<file path="config.mk">
export PLATFORM = sky130hd
export DESIGN_NAME = ias_cmd_sequencer
export DESIGN_NICKNAME = d
export VERILOG_FILES = /design/src/rtl/ias_pkg.sv /design/src/rtl/ias_cmd_fifo.sv /design/src/rtl/ias_cmd_sequencer.sv
export SDC_FILE = /design/constraint.sdc
export NUM_CORES = 1
export LEC_CHECK = 0
export BUFFER_PORTS_ARGS = -buffer_cell sky130_fd_sc_hd__buf_2
export CORE_MARGIN = 2
export CORE_UTILIZATION = 55
export DETAILED_ROUTE_END_ITERATION = 12
export GPL_TIMING_DRIVEN = 0
export PLACE_DENSITY = 0.74
export RECOVER_POWER = 25
export REMOVE_ABC_BUFFERS = 1
export SLEW_MARGIN = 20
export SYNTH_ARGS = -nofsm -noshare
export SYNTH_HDL_FRONTEND = slang
export SYNTH_SLANG_ARGS = --single-unit
</file>
<file path="constraint.sdc">
create_clock -name clk -period 4.6 [get_ports clk]
set_input_delay 0.92 -clock clk [delete_from_list [all_inputs] [get_ports clk]]
set_output_delay 0.92 -clock clk [all_outputs]
set_load 0.005 [all_outputs]
</file>
<file path="src/rtl/ias_pkg.sv">
// Shared definitions for the IAS command sequencer: opcodes, sequencer state and command layout.
package ias_pkg;

    localparam logic [7:0] OP_NOP      = 8'd0;
    localparam logic [7:0] OP_LOAD     = 8'd1;
    localparam logic [7:0] OP_STORE    = 8'd2;
    localparam logic [7:0] OP_ADD      = 8'd3;
    localparam logic [7:0] OP_STORE_AC = 8'd6;

    typedef enum logic [1:0] {
        SEQ_IDLE  = 2'd0,
        SEQ_ISSUE = 2'd1,
        SEQ_DONE  = 2'd2
    } seq_state_t;

    typedef struct packed {
        logic [7:0] opcode;
        logic [7:0] address;
        logic [7:0] data;
    } cmd_t;

    localparam cmd_t CMD_NOP = '{opcode: OP_NOP, address: 8'd0, data: 8'd0};

    // Commands whose accumulator result is worth capturing after write-back.
    function automatic logic is_capture_op(input logic [7:0] opcode);
        return (opcode == OP_LOAD) || (opcode == OP_ADD);
    endfunction

endpackage

</file>
<file path="src/rtl/ias_cmd_fifo.sv">
// Synchronous command FIFO with occupancy count; head entry is visible on rdata while not empty.
// Handshake: an entry moves on a rising edge where push && !full (write) or pop && !empty (read).
module ias_cmd_fifo
    import ias_pkg::*;
#(
    parameter int DEPTH = 8
) (
    input  logic                   clk,
    input  logic                   reset,
    input  logic                   push,
    input  cmd_t                   wdata,
    input  logic                   pop,
    output cmd_t                   rdata,
    output logic [$clog2(DEPTH):0] count,
    output logic                   full,
    output logic                   empty
);

    localparam int AW = $clog2(DEPTH);
    localparam int CW = AW + 1;

    cmd_t          mem [DEPTH];
    logic [AW-1:0] wptr;
    logic [AW-1:0] rptr;
    logic          do_push;
    logic          do_pop;

    assign full    = (count == CW'(DEPTH));
    assign empty   = (count == '0);
    assign do_push = push && !full;
    assign do_pop  = pop && !empty;
    assign rdata   = mem[rptr];

    // Pointers wrap naturally because DEPTH is a power of two.
    always_ff @(posedge clk or negedge reset) begin
        if (!reset) begin
            wptr  <= '0;
            rptr  <= '0;
            count <= '0;
        end else begin
            if (do_push) begin
                wptr <= wptr + AW'(1);
            end
            if (do_pop) begin
                rptr <= rptr + AW'(1);
            end
            case ({do_push, do_pop})
                2'b10:   count <= count + CW'(1);
                2'b01:   count <= count - CW'(1);
                default: count <= count;
            endcase
        end
    end

    always_ff @(posedge clk) begin
        if (do_push) begin
            mem[wptr] <= wdata;
        end
    end

endmodule

</file>
<file path="src/rtl/ias_cmd_sequencer.sv">
// Replays queued {opcode, address, data} commands onto the IAS core, each held HOLD_CYCLES cycles.
// Optional accumulator capture after LOAD/ADD is enabled by defining IAS_SEQ_RESULT_CAPTURE_EN.
module ias_cmd_sequencer
    import ias_pkg::*;
#(
    parameter int DEPTH       = 8,
    parameter int HOLD_CYCLES = 4
) (
    input  logic                   clk,
    input  logic                   reset,
    input  logic                   cmd_valid,
    output logic                   cmd_ready,
    input  logic [7:0]             cmd_opcode,
    input  logic [7:0]             cmd_address,
    input  logic [7:0]             cmd_data,
    input  logic                   start,
    output logic                   busy,
    output logic                   done,
    output logic [$clog2(DEPTH):0] fifo_count,
    output logic [7:0]             ias_opcode,
    output logic [7:0]             ias_address,
    output logic [7:0]             ias_data_in,
    input  logic [7:0]             ias_data_out,
    output logic [7:0]             result,
    output logic                   result_valid,
    output seq_state_t             dbg_state
);

    localparam int HW = (HOLD_CYCLES > 2) ? $clog2(HOLD_CYCLES) : 1;
    localparam logic [HW-1:0] HOLD_LAST = HW'(HOLD_CYCLES - 1);

    seq_state_t    state_q;
    seq_state_t    state_d;
    cmd_t          head;
    cmd_t          cmd_q;
    cmd_t          push_cmd;
    logic          fifo_full;
    logic          fifo_empty;
    logic          pop;
    logic          load_head;
    logic          load_nop;
    logic          hold_last;
    logic [HW-1:0] hold_cnt;

    assign push_cmd = '{opcode: cmd_opcode, address: cmd_address, data: cmd_data};
    assign cmd_ready = !fifo_full;

    ias_cmd_fifo #(
        .DEPTH (DEPTH)
    ) u_fifo (
        .clk   (clk),
        .reset (reset),
        .push  (cmd_valid),
        .wdata (push_cmd),
        .pop   (pop),
        .rdata (head),
        .count (fifo_count),
        .full  (fifo_full),
        .empty (fifo_empty)
    );

    assign hold_last = (state_q == SEQ_ISSUE) && (hold_cnt == HOLD_LAST);

    always_ff @(posedge clk or negedge reset) begin
        if (!reset) begin
            state_q <= SEQ_IDLE;
        end else begin
            state_q <= state_d;
        end
    end

    // The FIFO is sampled before the edge, so a push landing on the last hold edge waits for the next start.
    always_comb begin
        state_d   = state_q;
        pop       = 1'b0;
        load_head = 1'b0;
        load_nop  = 1'b0;
        case (state_q)
            SEQ_IDLE: begin
                if (start) begin
                    if (!fifo_empty) begin
                        state_d   = SEQ_ISSUE;
                        pop       = 1'b1;
                        load_head = 1'b1;
                    end else begin
                        state_d = SEQ_DONE;
                    end
                end
            end
            SEQ_ISSUE: begin
                if (hold_last) begin
                    if (!fifo_empty) begin
                        pop       = 1'b1;
                        load_head = 1'b1;
                    end else begin
                        load_nop = 1'b1;
                        state_d  = SEQ_DONE;
                    end
                end
            end
            SEQ_DONE: begin
                state_d = SEQ_IDLE;
            end
            default: begin
                state_d = SEQ_IDLE;
            end
        endcase
    end

    always_comb begin
        busy      = 1'b0;
        done      = 1'b0;
        dbg_state = state_q;
        case (state_q)
            SEQ_ISSUE: busy = 1'b1;
            SEQ_DONE: begin
                busy = 1'b1;
                done = 1'b1;
            end
            default: begin
                busy = 1'b0;
                done = 1'b0;
            end
        endcase
    end

    always_ff @(posedge clk or negedge reset) begin
        if (!reset) begin
            cmd_q    <= CMD_NOP;
            hold_cnt <= '0;
        end else if (load_head) begin
            cmd_q    <= head;
            hold_cnt <= '0;
        end else if (load_nop) begin
            cmd_q    <= CMD_NOP;
            hold_cnt <= '0;
        end else if (state_q == SEQ_ISSUE) begin
            hold_cnt <= hold_cnt + HW'(1);
        end
    end

    assign ias_opcode  = cmd_q.opcode;
    assign ias_address = cmd_q.address;
    assign ias_data_in = cmd_q.data;

`ifdef IAS_SEQ_RESULT_CAPTURE_EN
    logic [7:0] result_q;
    logic       result_valid_q;

    // The core's data_out is sampled in the final hold cycle, after write-back has settled.
    always_ff @(posedge clk or negedge reset) begin
        if (!reset) begin
            result_q       <= '0;
            result_valid_q <= 1'b0;
        end else begin
            result_valid_q <= hold_last && is_capture_op(cmd_q.opcode);
            if (hold_last && is_capture_op(cmd_q.opcode)) begin
                result_q <= ias_data_out;
            end
        end
    end

    assign result       = result_q;
    assign result_valid = result_valid_q;
`else
    logic unused_data_out;

    assign unused_data_out = ^ias_data_out;
    assign result          = '0;
    assign result_valid    = 1'b0;
`endif

endmodule

</file>
==> out/summary.log, run 1 <==
qor: sta.maxSlewHeadroom 42.44%
qor: grt.pin_count_of_the_biggest_net_entering_global_routing 51
qor: logic_synthesis.post_synth_instance_area 9000 um2
qor: logic_synthesis.synth_top_flop_cell edfxtp_1
qor: floorplan.fp.coreArea 15940 um2
qor: grt.groute.usage.overall 20.16%
qor: route.detailedRoute.firstPassIterationCount 6
qor: final_layout.design_area 10410 um2
qor: place.port_buffers 60
qor: place.place_hpwl 10350 um
qor: critical_path.critical_path.max_stage_delay 660 ps
qor: sta.postLayoutSetupSlackWorst 1479 ps
qor: clocking.path_clk_slew 60 ps
qor: hold_path.timing.hold.worst.class in2async
qor: critical_path.setup.worst_path.start dbg_state[1]$_DFFE_PN0P_
qor: clocking.cts_post_setup_buffers_inserted 0
qor: clocking.cts.sink_count 230
qor: critical_path.timing.critical_path.required 4980 ps
qor: final_layout.nFillCells 1101
qor: route.totalWireLength 16780 um
qor: logic_synthesis.yosys_warnings 0
qor: critical_path.crit_buf_inv 2
qor: critical_path.path_class reg2reg
qor: critical_path.endpoint_type_of_the_worst_setup_path flop
qor: route.route.detailed.vias_per_inst 5.797
qor: route.final_routed_drc_violation_total 0
qor: floorplan.die_height 131.9 um
qor: route.drt_first_iter_violations 403
qor: sta.timing.final.crit_share 67.85%
qor: floorplan.design.die.area 17400 um2
qor: sta.hold_violations 0
qor: clocking.ctsResizeCount 0
qor: outcome.status finished clean
qor: job.max_cap_violations 0
qor: sta.finClkSkew 10.79 ps
qor: logic_synthesis.yosysSeqAreaShare 74.63%
qor: sta.setup_total_negative_slack 0 ps
qor: clocking.cts.path.max_buffers 3
qor: critical_path.critical_path_peak_fanout 10
qor: sta.setup_viol 0
qor: critical_path.r2r_start dbg_state[1]$_DFFE_PN0P_
qor: final_layout.area_growth_syn_to_layout 15.70%
qor: clocking.tritoncts.num_buffers 23
qor: route.antenna_left 0
qor: sta.grt_setup_unrepaired false
qor: route.total_via_count_in_the_routed_design 4330
qor: critical_path.worstPathCellList inv_1 > ha_1 > mux2i_1 > nor3_2 > buf_6 > ha_1 > xor2_1 > ha_1 > a21oi_1 > xor2_1 > nor2_1 > xor2_1
qor: clocking.clockRootBuffer clkbuf_16
qor: grt.number_of_global_route_vias_before_repair 4580
qor: critical_path.critical-path-slowest-cell nor3_2
qor: clocking.cts-hold-fix-buffers 0
qor: place.placedCellCount 705
qor: clocking.tritoncts_clock_tree built
qor: sta.max_slew.worst_pin.slew 858.7 ps
qor: place.routabilityCongestion 0.7616
qor: logic_synthesis.synth-async-reset-ratio 16.52%
qor: clocking.h-tree-depth 1
qor: logic_synthesis.number_of_different_library_cells_in_the_post_synthesis_netlist 33
qor: sta.maxSlewViolCount 0
qor: critical_path.crit_path_start_kind flop
qor: power_and_ir_drop.p_leak 0.003652 uW
qor: floorplan.chipWidth 131.9 um
qor: clocking.clkLatencyLatePin 510 ps
qor: logic_synthesis.synth.ff_latch_count 230
qor: final_layout.final_layout_size_suffix_gt1_share 35.22%
qor: final_layout.finish.net_count 560
qor: floorplan.rows 46
qor: sta.clock.fmax 320.4 MHz
qor: logic_synthesis.avgSynthCellArea 21.08 um2
qor: logic_synthesis.number_of_enable_flip_flop_cells_after_synthesis 192
qor: grt.gr-total-overflow 0
qor: grt.antenna_found_initial 0
qor: grt.grt_pass1_wl 26290 um
qor: sta.final.min_clock_period 3121 ps
qor: critical_path.worstPathArrival 3500 ps
qor: final_layout.layout_commonest_cell edfxtp_1
qor: place.place_worst_setup_slack 1372 ps
qor: power_and_ir_drop.p_per_area 642.8 nW/um2
qor: logic_synthesis.post_synth_inst_count 427
qor: critical_path.path_delay_family adder cells
qor: route.wire_per_inst 22.47 um
qor: floorplan.design.portCount 78
qor: final_layout.post_layout_nonfiller_instances 747
qor: final_layout.antenna_cells_inserted 0
qor: place.dpl_cell_area 9736 um2
qor: power_and_ir_drop.maximum_resistive_drop_on_vdd 0.3726 mV
qor: final_layout.final_cell_mix edfxtp_1 (192), mux4_2 (48), buf_2 (43), dfrtp_1 (35), mux2_2 (27)
qor: floorplan.start_util 56.45%
through the flow:
stage | utilization, % | power [uW] | hold WS, ps
after detailed placement | 61.07 | 5030 | 488.9
final | 65.31 | 6693 | 422.7
after global placement | 58.98 | 4889 | 485.4
after floorplan | - | 4303 | 490.3
after global routing | 65.31 | 7041 | 460.6
after CTS | 65.45 | 6770 | 508.3
sequential cells by signal (all words and copies together) (netlist names):
register      cells
u_fifo.mem      192
u_fifo.count      4
ias_opcode        8
ias_address       8
dbg_state         2
u_fifo.wptr       3
u_fifo.rptr       3
hold_cnt          2
ias_data_in       8
synthesized netlist by cell type (4+ instances only):
cell type / n / area [um2]
a22o_1: 24 / 210.2
buf_2: 8 / 40.04
buf_4: 9 / 67.56
clkbuf_1: 6 / 22.52
dfrtp_1: 38 / 950.9
edfxtp_1: 192 / 5766
ha_1: 10 / 125.1
inv_1: 5 / 18.77
mux2_2: 27 / 304.0
mux4_2: 48 / 1081
nand2_1: 6 / 22.52
nor2_1: 7 / 26.28
nor3_1: 7 / 35.03
xnor2_1: 4 / 35.03
xor2_1: 5 / 43.79
final timing paths:
kind                       slack (ps)  cells after the start                          end
setup / recovery                 1480                     12  u_fifo.count[2]$_DFFE_PN0P_
hold / removal                    420                      1   ias_address[3]$_DFFE_PN0P_
setup reg to reg                 1480                     12  u_fifo.count[2]$_DFFE_PN0P_
hold reg to reg                   500                      1   ias_address[3]$_DFFE_PN0P_
max in group asynchronous        3730                      1   u_fifo.rptr[1]$_DFFE_PN0P_
min in group clk                  500                      1   ias_address[3]$_DFFE_PN0P_
kinds of logic (layout without fill, tap and decap cells):
logic type / Yosys count / in the layout / synth area share (%)
mux: 78 / 78 / 15.72
buf+inv: 35 / 131 / 2.405
flops: 230 / 230 / 74.63
other cells: 1 / 9 / 0.04167
fa+ha+maj: 10 / 10 / 1.390
simple gates: 29 / 29 / 1.779
compound gates: 35 / 35 / 3.156
xor+xnor: 9 / 9 / 0.8758
power breakdown:
group	internal [uW]	total (uW)	switching, uW
registers	2690	3100	408
clock network	991	1720	728
logic	1060	1870	812
worst reg2reg max path, delay by kind of cell (launching register included):
kind,cells,cell delay (ps)
AO/OA/AOI/OAI,1,150
XOR/XNOR,3,420
adder cells (fa/ha/maj),3,770
buffers and inverters,2,370
flip-flops,1,410
multiplexers,1,150
AND/OR/NAND/NOR,2,730
routing by layer:
metal | up-vias | routed length [um] | share of wire (%) | track usage, %
li1 | 1901 | - | - | -
met1 | 2264 | 7257 | 43 | 29.09
met2 | 134 | 8064 | 48 | 31.71
met3 | 31 | 1110 | 6.6 | 4.229
met4 | 0 | 349 | 2.1 | 5.857
met5 | - | 0 | 0 | 0
cell type report:
cell class	instances	area [um2]	area share, %
well taps	216	270.3	2.596
clock buffers	28	604.3	5.804
multi-input cells	170	2152	20.67
repair buffers	84	546.8	5.251
flip-flops and latches	230	6725	64.59
inverters	5	18.77	0.1802
clock inverters	14	95.09	0.9132
Power figures use the tool's default switching activity.
==> inputs of run 2 (changes only) <==
clock period = 3 ns   (was 4.6 ns; I/O delays follow)
==> out/summary.log, run 2 (synthesis gave the netlist of run 1 again) <==
qor: final_layout.area_growth_syn_to_layout 15.97%
qor: route.route.detailed.vias_per_inst 5.790 [-0.11%]
qor: route.detailedRoute.firstPassIterationCount 4 [-2]
qor: power_and_ir_drop.seq_power_share 46.2% [about the same]
qor: sta.postLayoutSetupSlackWorst 235.4 ps [-1244 ps]
qor: critical_path.critical_path_peak_fanout 9 [-1]
qor: final_layout.finish.net_count 562 [+0.36%]
qor: clocking.tritoncts.num_buffers 23 [unchanged]
qor: route.total_via_count_in_the_routed_design 4337 [+0.16%]
qor: sta.finClkSkew 11.26 ps [+0.4753 ps]
qor: place.place_worst_setup_slack -110.1 ps [-1482 ps]
qor: final_layout.antenna_cells_inserted 0 [unchanged]
qor: place.port_buffers 60 [unchanged]
qor: critical_path.path_class reg2reg
qor: clocking.h-tree-depth 1 [unchanged]
qor: place.routabilityCongestion 0.7616 [unchanged]
qor: critical_path.crit_buf_inv 2 [unchanged]
qor: power_and_ir_drop.power_frac_clock 25.6% [about the same]
qor: hold_path.timing.hold.worst.class in2async
qor: grt.number_of_global_route_vias_before_repair 4580 [unchanged]
qor: floorplan.die_height 131.9 um [unchanged]
qor: power_and_ir_drop.p_per_area 986.3 nW/um2 [+53%]
qor: floorplan.design.die.area 17400 um2 [unchanged]
qor: clocking.clkLatencyLatePin 510 ps [about the same]
qor: sta.max_slew.worst_pin.slew 863.2 ps [+4.482 ps]
qor: clocking.path_clk_slew 60 ps [about the same]
qor: route.final_routed_drc_violation_total 0 [unchanged]
qor: critical_path.path_delay_family adder cells
qor: final_layout.final_layout_size_suffix_gt1_share 35.65% [+0.43 points]
qor: power_and_ir_drop.total_switching_power 2997 uW [+54%]
qor: clocking.cts.sink_count 230 [unchanged]
qor: floorplan.fp.coreArea 15940 um2 [unchanged]
qor: critical_path.critical_path.max_stage_delay 410 ps [-250 ps]
qor: floorplan.chipWidth 131.9 um [unchanged]
qor: power_and_ir_drop.comb_power_share 28.2% [+0.2 points]
qor: grt.groute.usage.overall 20.16% [unchanged]
qor: floorplan.rows 46 [unchanged]
qor: floorplan.start_util 56.45% [unchanged]
qor: clocking.cts.path.max_buffers 3 [unchanged]
qor: critical_path.crit_path_start_kind flop
qor: clocking.clockRootBuffer clkbuf_16
qor: power_and_ir_drop.swShare 29.11% [about the same]
qor: sta.timing.final.crit_share 92.15% [+24 points]
qor: sta.hold_violations 0 [unchanged]
qor: place.place_hpwl 10350 um [unchanged]
qor: power_and_ir_drop.total_internal_power 7298 uW [+54%]
qor: final_layout.layout_commonest_cell edfxtp_1
qor: sta.maxSlewViolCount 0 [unchanged]
qor: final_layout.registers.top_by_ff_count u_fifo.mem
qor: final_layout.largest_reg_flops 192 [unchanged]
qor: route.drt_first_iter_violations 359 [-11%]
qor: sta.maxSlewHeadroom 42.14% [-0.30 points]
qor: critical_path.timing.critical_path.required 3380 ps [-1600 ps]
qor: critical_path.worstPathArrival 3140 ps [-360 ps]
qor: sta.final.min_clock_period 2765 ps [-356.3 ps]
qor: route.antenna_left 0 [unchanged]
qor: final_layout.final_cell_mix edfxtp_1 (192), mux4_2 (48), buf_2 (43), dfrtp_1 (35), mux2_2 (27)
qor: critical_path.critical-path-slowest-cell dfrtp_1
qor: critical_path.worstPathCellList inv_1 > ha_1 > mux2i_2 > nor3_4 > buf_6 > ha_1 > xor2_1 > ha_1 > a21oi_1 > xor2_1 > nor2_1 > xor2_1
qor: job.max_cap_violations 0 [unchanged]
qor: outcome.status finished clean
qor: route.wire_per_inst 22.41 um [-0.23%]
qor: floorplan.design.portCount 78 [unchanged]
qor: sta.setup_viol 0 [unchanged]
qor: power_and_ir_drop.post-layout-total-power 10290 uW [+54%]
qor: sta.grt_setup_unrepaired false
qor: grt.gr-total-overflow 0 [unchanged]
qor: grt.antenna_found_initial 0 [unchanged]
qor: clocking.tritoncts_clock_tree built
qor: grt.grt_pass1_wl 26290 um [unchanged]
qor: grt.pin_count_of_the_biggest_net_entering_global_routing 51 [unchanged]
qor: power_and_ir_drop.maximum_resistive_drop_on_vdd 0.5714 mV [+53%]
qor: power_and_ir_drop.p_leak 0.003661 uW [+0.25%]
qor: sta.clock.fmax 361.7 MHz [+13%]
qor: route.totalWireLength 16790 um [about the same]
qor: critical_path.endpoint_type_of_the_worst_setup_path flop
-- run 2: cell type report --
class                   instances  area (um2)
flip-flops and latches        230        6725
fillers                      1102        5505
multi-input cells             170        2162
clock buffers                  28       604.3
repair buffers                 86       561.8
well taps                     216       270.3
clock inverters                14       95.09
inverters                       5       18.77
-- run 2: final timing paths --
check / startpoint / end / slack, ps / cells past startpoint
setup reg to reg: dbg_state[1]$_DFFE_PN0P_ / u_fifo.count[2]$_DFFE_PN0P_ / 240 / 12
hold / removal: reset / ias_opcode[1]$_DFFE_PN0P_ / 100 / 1
max in group asynchronous: reset / u_fifo.rptr[1]$_DFFE_PN0P_ / 2450 / 1
min in group clk: cmd_data[0] / u_fifo.mem[5][0]$_DFFE_PP_ / 370 / 1
setup / recovery: dbg_state[1]$_DFFE_PN0P_ / u_fifo.count[2]$_DFFE_PN0P_ / 240 / 12
hold reg to reg: ias_address[3]$_DFFE_PN0P_ / ias_address[3]$_DFFE_PN0P_ / 500 / 1
-- run 2: per-layer routing --
metal | wire length [um] | GRT usage, % | part of all wire [%]
met5 | 0 | 0 | 0
met4 | 339 | 5.857 | 2.0
met3 | 1015 | 4.229 | 6.0
met2 | 8030 | 31.71 | 48
met1 | 7402 | 29.09 | 44
-- run 2: what timing repair did --
item                       4_1_cts  5_1_grt
pin swaps                        0        1
hold endpoints to repair         0        0
resized for setup                1        1
setup endpoints to repair        2        2
hold buffers                     0        0
setup buffers                    0        2
-- run 2: power groups by stage --
stage	registers, uW	logic, uW	clock network [uW]
3_5_place_dp	4820	2890	0
5_1_grt	4850	3160	2820
6_report	4750	2910	2630
4_1_cts	4760	2920	2700
3_3_place_gp	4920	2580	0
2_1_floorplan	4720	1880	0
-- run 2: per-stage QoR --
stage / setup TNS, ps / area, um2 / std cells / hold slack, ps / util [%]
4_1_cts: 0 / 10440 / 747 / 307.8 / 65.49
5_1_grt: 0 / 10440 / 749 / 140.6 / 65.47
2_1_floorplan: -30070 / 8832 / 405 / 304.4 / -
6_report: 0 / 10440 / 749 / 104.5 / 65.47
3_3_place_gp: -351020 / 9403 / 681 / 485.4 / 58.98
3_5_place_dp: -219.4 / 9736 / 705 / 488.9 / 61.07
==> inputs of run 3 (changes only) <==
ABC_AREA = 1   (was unset)
GPL_TIMING_DRIVEN = unset   (was 0)
RECOVER_POWER = 100   (was 25)
==> out/summary.log, run 3 <==
qor: logic_synthesis.synth_compound_gate_area_share 3.791% [+0.64 points]
qor: sta.final.min_clock_period 2642 ps [-122.4 ps]
qor: logic_synthesis.number_of_enable_flip_flop_cells_after_synthesis 192 [unchanged]
qor: hold_path.timing.hold.worst.class in2async
qor: final_layout.area_growth_syn_to_layout 11.88%
qor: logic_synthesis.synth.ff_latch_count 230 [unchanged]
qor: logic_synthesis.yosysSeqAreaShare 70.18% [-4.4 points]
qor: floorplan.design.die.area 18470 um2 [+6.1%]
qor: final_layout.post_layout_nonfiller_instances 1128 [+51%]
qor: grt.number_of_global_route_vias_before_repair 5662 [+24%]
qor: floorplan.start_util 55.72% [-0.73 points]
qor: critical_path.reg2regPathDepth 6 [-6]
qor: power_and_ir_drop.p_leak 0.004161 uW [+14%]
qor: clocking.cts-hold-fix-buffers 0 [unchanged]
qor: final_layout.final_cell_mix nand2_1 (305), edfxtp_1 (192), nand3_1 (103), clkbuf_1 (51), dfrtp_1 (36)
qor: grt.groute.usage.overall 22.02% [+1.9 points]
qor: route.drt_first_iter_violations 530 [+48%]
qor: route.antenna_left 0 [unchanged]
qor: power_and_ir_drop.post-layout-total-power 10940 uW [+6.3%]
qor: place.place_worst_setup_slack 580.9 ps [+690.9 ps]
qor: logic_synthesis.netlist.top_cell.by_area edfxtp_1
qor: route.total_via_count_in_the_routed_design 6092 [+40%]
qor: logic_synthesis.synth_top_cells_by_area edfxtp_1 (60%), nand2_1 (12%), dfrtp_1 (9.9%)
qor: route.final_routed_drc_violation_total 0 [unchanged]
qor: sta.maxSlewHeadroom 6.408% [-36 points]
qor: clocking.cts_post_setup_buffers_inserted 0 [unchanged]
qor: route.top_layer met4
qor: sta.finClkSkew 16.93 ps [+5.664 ps]
qor: final_layout.registers.top_by_ff_count u_fifo.mem
qor: route.met1Wirelength 7994 um [+8.0%]
qor: logic_synthesis.synth_top_flop_cell edfxtp_1
qor: clocking.ctsResizeCount 0 [-1]
qor: critical_path.critical_path_peak_fanout 8 [-1]
qor: final_layout.nFillCells 1374 [+25%]
qor: logic_synthesis.number_of_different_library_cells_in_the_post_synthesis_netlist 32 [-3.0%]
qor: clocking.tritoncts.num_buffers 23 [unchanged]
qor: floorplan.fp.coreArea 17180 um2 [+7.7%]
qor: place.place_hpwl 10770 um [+4.1%]
qor: logic_synthesis.yosys_warnings 0 [unchanged]
qor: grt.grt_pass1_wl 30640 um [+17%]
qor: sta.maxSlewViolCount 0 [unchanged]
qor: grt.pin_count_of_the_biggest_net_entering_global_routing 98 [+92%]
qor: logic_synthesis.post_synthesis_simple_gate_area_fraction 19.87% [+18 points]
qor: logic_synthesis.combinational_family_with_the_most_area_after_synthesis simple AND/OR/NAND/NOR gates
qor: critical_path.timing.critical_path.required 3160 ps [-220 ps]
qor: outcome.status finished clean
qor: critical_path.crit_path_start_kind flop
qor: place.placedCellCount 1086 [+54%]
qor: final_layout.final_layout_size_suffix_gt1_share 11.52% [-24 points]
qor: place.routabilityCongestion 0.7957 [+4.5%]
qor: logic_synthesis.synth-adder-area-share 1.307% [-0.083 points]
qor: sta.clock.fmax 378.5 MHz [+4.6%]
qor: power_and_ir_drop.p_per_area 1022 nW/um2 [+3.6%]
qor: grt.antenna_found_initial 0 [unchanged]
qor: clocking.h-tree-depth 1 [unchanged]
qor: grt.gr-total-overflow 0 [unchanged]
qor: critical_path.path_class reg2reg
qor: logic_synthesis.yosys-mux-area-fraction 0% [-16 points]
qor: final_layout.antenna_cells_inserted 0 [unchanged]
qor: sta.timing.final.crit_share 88.07% [-4.1 points]
qor: critical_path.endpoint_type_of_the_worst_setup_path flop
qor: clocking.clockRootBuffer clkbuf_16
qor: logic_synthesis.synth-async-reset-ratio 16.52% [unchanged]
qor: logic_synthesis.post_synth_inst_count 820 [+92%]
qor: logic_synthesis.synth_xor_xnor_area_share 0.4576% [-0.42 points]
qor: sta.hold_violations 0 [unchanged]
qor: sta.postLayoutSetupSlackWorst 357.8 ps [+122.4 ps]
qor: job.max_cap_violations 0 [unchanged]
qor: logic_synthesis.avgSynthCellArea 11.67 um2 [-45%]
qor: clocking.cts.sink_count 230 [unchanged]
qor: sta.setup_viol 0 [unchanged]
qor: power_and_ir_drop.maximum_resistive_drop_on_vdd 0.8051 mV [+41%]
qor: floorplan.die_height 135.9 um [+3.0%]
qor: clocking.path_clk_slew 60 ps [about the same]
qor: logic_synthesis.post_synth_instance_area 9570 um2 [+6.3%]
qor: logic_synthesis.synth_top_cell_area_share 60.24% [-3.8 points]
qor: clocking.clkLatencyLatePin 510 ps [about the same]
qor: final_layout.finish.net_count 932 [+66%]
qor: critical_path.worstPathArrival 2800 ps [-340 ps]
qor: logic_synthesis.yosys-top-cells-count nand2_1 (304), edfxtp_1 (192), nand3_1 (103)
qor: route.sum_of_met2_wire_segment_lengths_after_detailed_routing 9899 um [+23%]
qor: route.totalWireLength 19830 um [+18%]
qor: clocking.cts.path.max_buffers 3 [unchanged]
qor: route.route.detailed.vias_per_inst 5.401 [-6.7%]
qor: floorplan.rows 48 [+4.3%]
qor: floorplan.design.portCount 78 [unchanged]
qor: clocking.tritoncts_clock_tree built
qor: sta.grt_setup_unrepaired false
qor: route.met3RoutedLength 1478 um [+46%]
qor: place.port_buffers 60 [unchanged]
qor: route.detailedRoute.firstPassIterationCount 7 [+3]
qor: logic_synthesis.post-synth-top-count-cell nand2_1
qor: route.wire_per_inst 17.58 um [-22%]
qor: final_layout.largest_reg_flops 192 [unchanged]
qor: floorplan.chipWidth 135.9 um [+3.0%]
qor: sta.max_slew.worst_pin.slew 1402 ps [+539.2 ps]
qor: final_layout.layout_commonest_cell nand2_1
-- run 3: cell type report --
| type | instances | area [um2] | area share [%] |
|---|---|---|---|
| multi-input cells | 529 | 2400 | 22.41 |
| clock buffers | 29 | 608.1 | 5.679 |
| repair buffers | 81 | 419.2 | 3.914 |
| well taps | 225 | 281.5 | 2.629 |
| flip-flops and latches | 230 | 6719 | 62.75 |
| clock inverters | 13 | 197.7 | 1.846 |
| inverters | 21 | 82.58 | 0.7712 |
-- run 3: report_power, final --
group / total (uW) / switching, uW / leakage [uW] / internal (uW)
sequential: 4420 / 292 / 0.00220 / 4120
clock: 3020 / 1150 / 0.000399 / 1870
combinational: 3500 / 2390 / 0.00156 / 1120
total: 10900 / 3830 / 0.00416 / 7120
-- run 3: cell families (layout without fill, tap and decap cells) --
kind of cell | Yosys count | count (layout)
xor gates and xnor gates | 5 | 5
DFF | 230 | 230
AOI/OAI and AO/OA | 57 | 57
buffers and inverters | 69 | 144
other | 1 | 9
adders and majority gates | 10 | 10
and+or+nand+nor | 448 | 448
-- run 3: stage by stage --
step / TNS [ps] / hold slack, ps / instance area (um2) / util (%)
after detailed placement: 0 / 470.1 / 10090 / 58.77
final: 0 / 218.3 / 10710 / 62.34
after global placement: 0 / 472.5 / 10090 / 58.77
after global routing: 0 / 279.3 / 10710 / 62.34
after CTS: 0 / 15.65 / 10900 / 63.46
after floorplan: -9768 / 304.4 / 9270 / -
-- run 3: path summary, 6_finish.rpt --
| check | start | end | slack, ps |
|---|---|---|---|
| min | reset | ias_data_in[2]$_DFFE_PN0P_ | 220 |
| max in group asynchronous | reset | u_fifo.rptr[1]$_DFFE_PN0P_ | 1810 |
| max reg2reg | u_fifo.count[1]$_DFFE_PN0P_ | u_fifo.mem[2][7]$_DFFE_PP_ | 360 |
| min reg2reg | ias_address[1]$_DFFE_PN0P_ | ias_address[1]$_DFFE_PN0P_ | 480 |
| min in group clk | cmd_opcode[7] | u_fifo.mem[0][23]$_DFFE_PP_ | 420 |
| max | u_fifo.count[1]$_DFFE_PN0P_ | u_fifo.mem[2][7]$_DFFE_PP_ | 360 |
-- run 3: worst max-delay path: stages, from the launching register on --
cell	delay, ps
dfrtp_1	430
nor2_1	100
nand3_1	90
nand2_1	130
or2_0	340
nor2_1	810
clkbuf_1	390
-- run 3: metal layers --
layer  vias to the layer above  global-route usage [%]
met4                         0                   5.903
met1                      2914                   30.02
met2                       225                   37.01
met5                         -                       0
li1                       2918                       -
met3                        35                   3.803
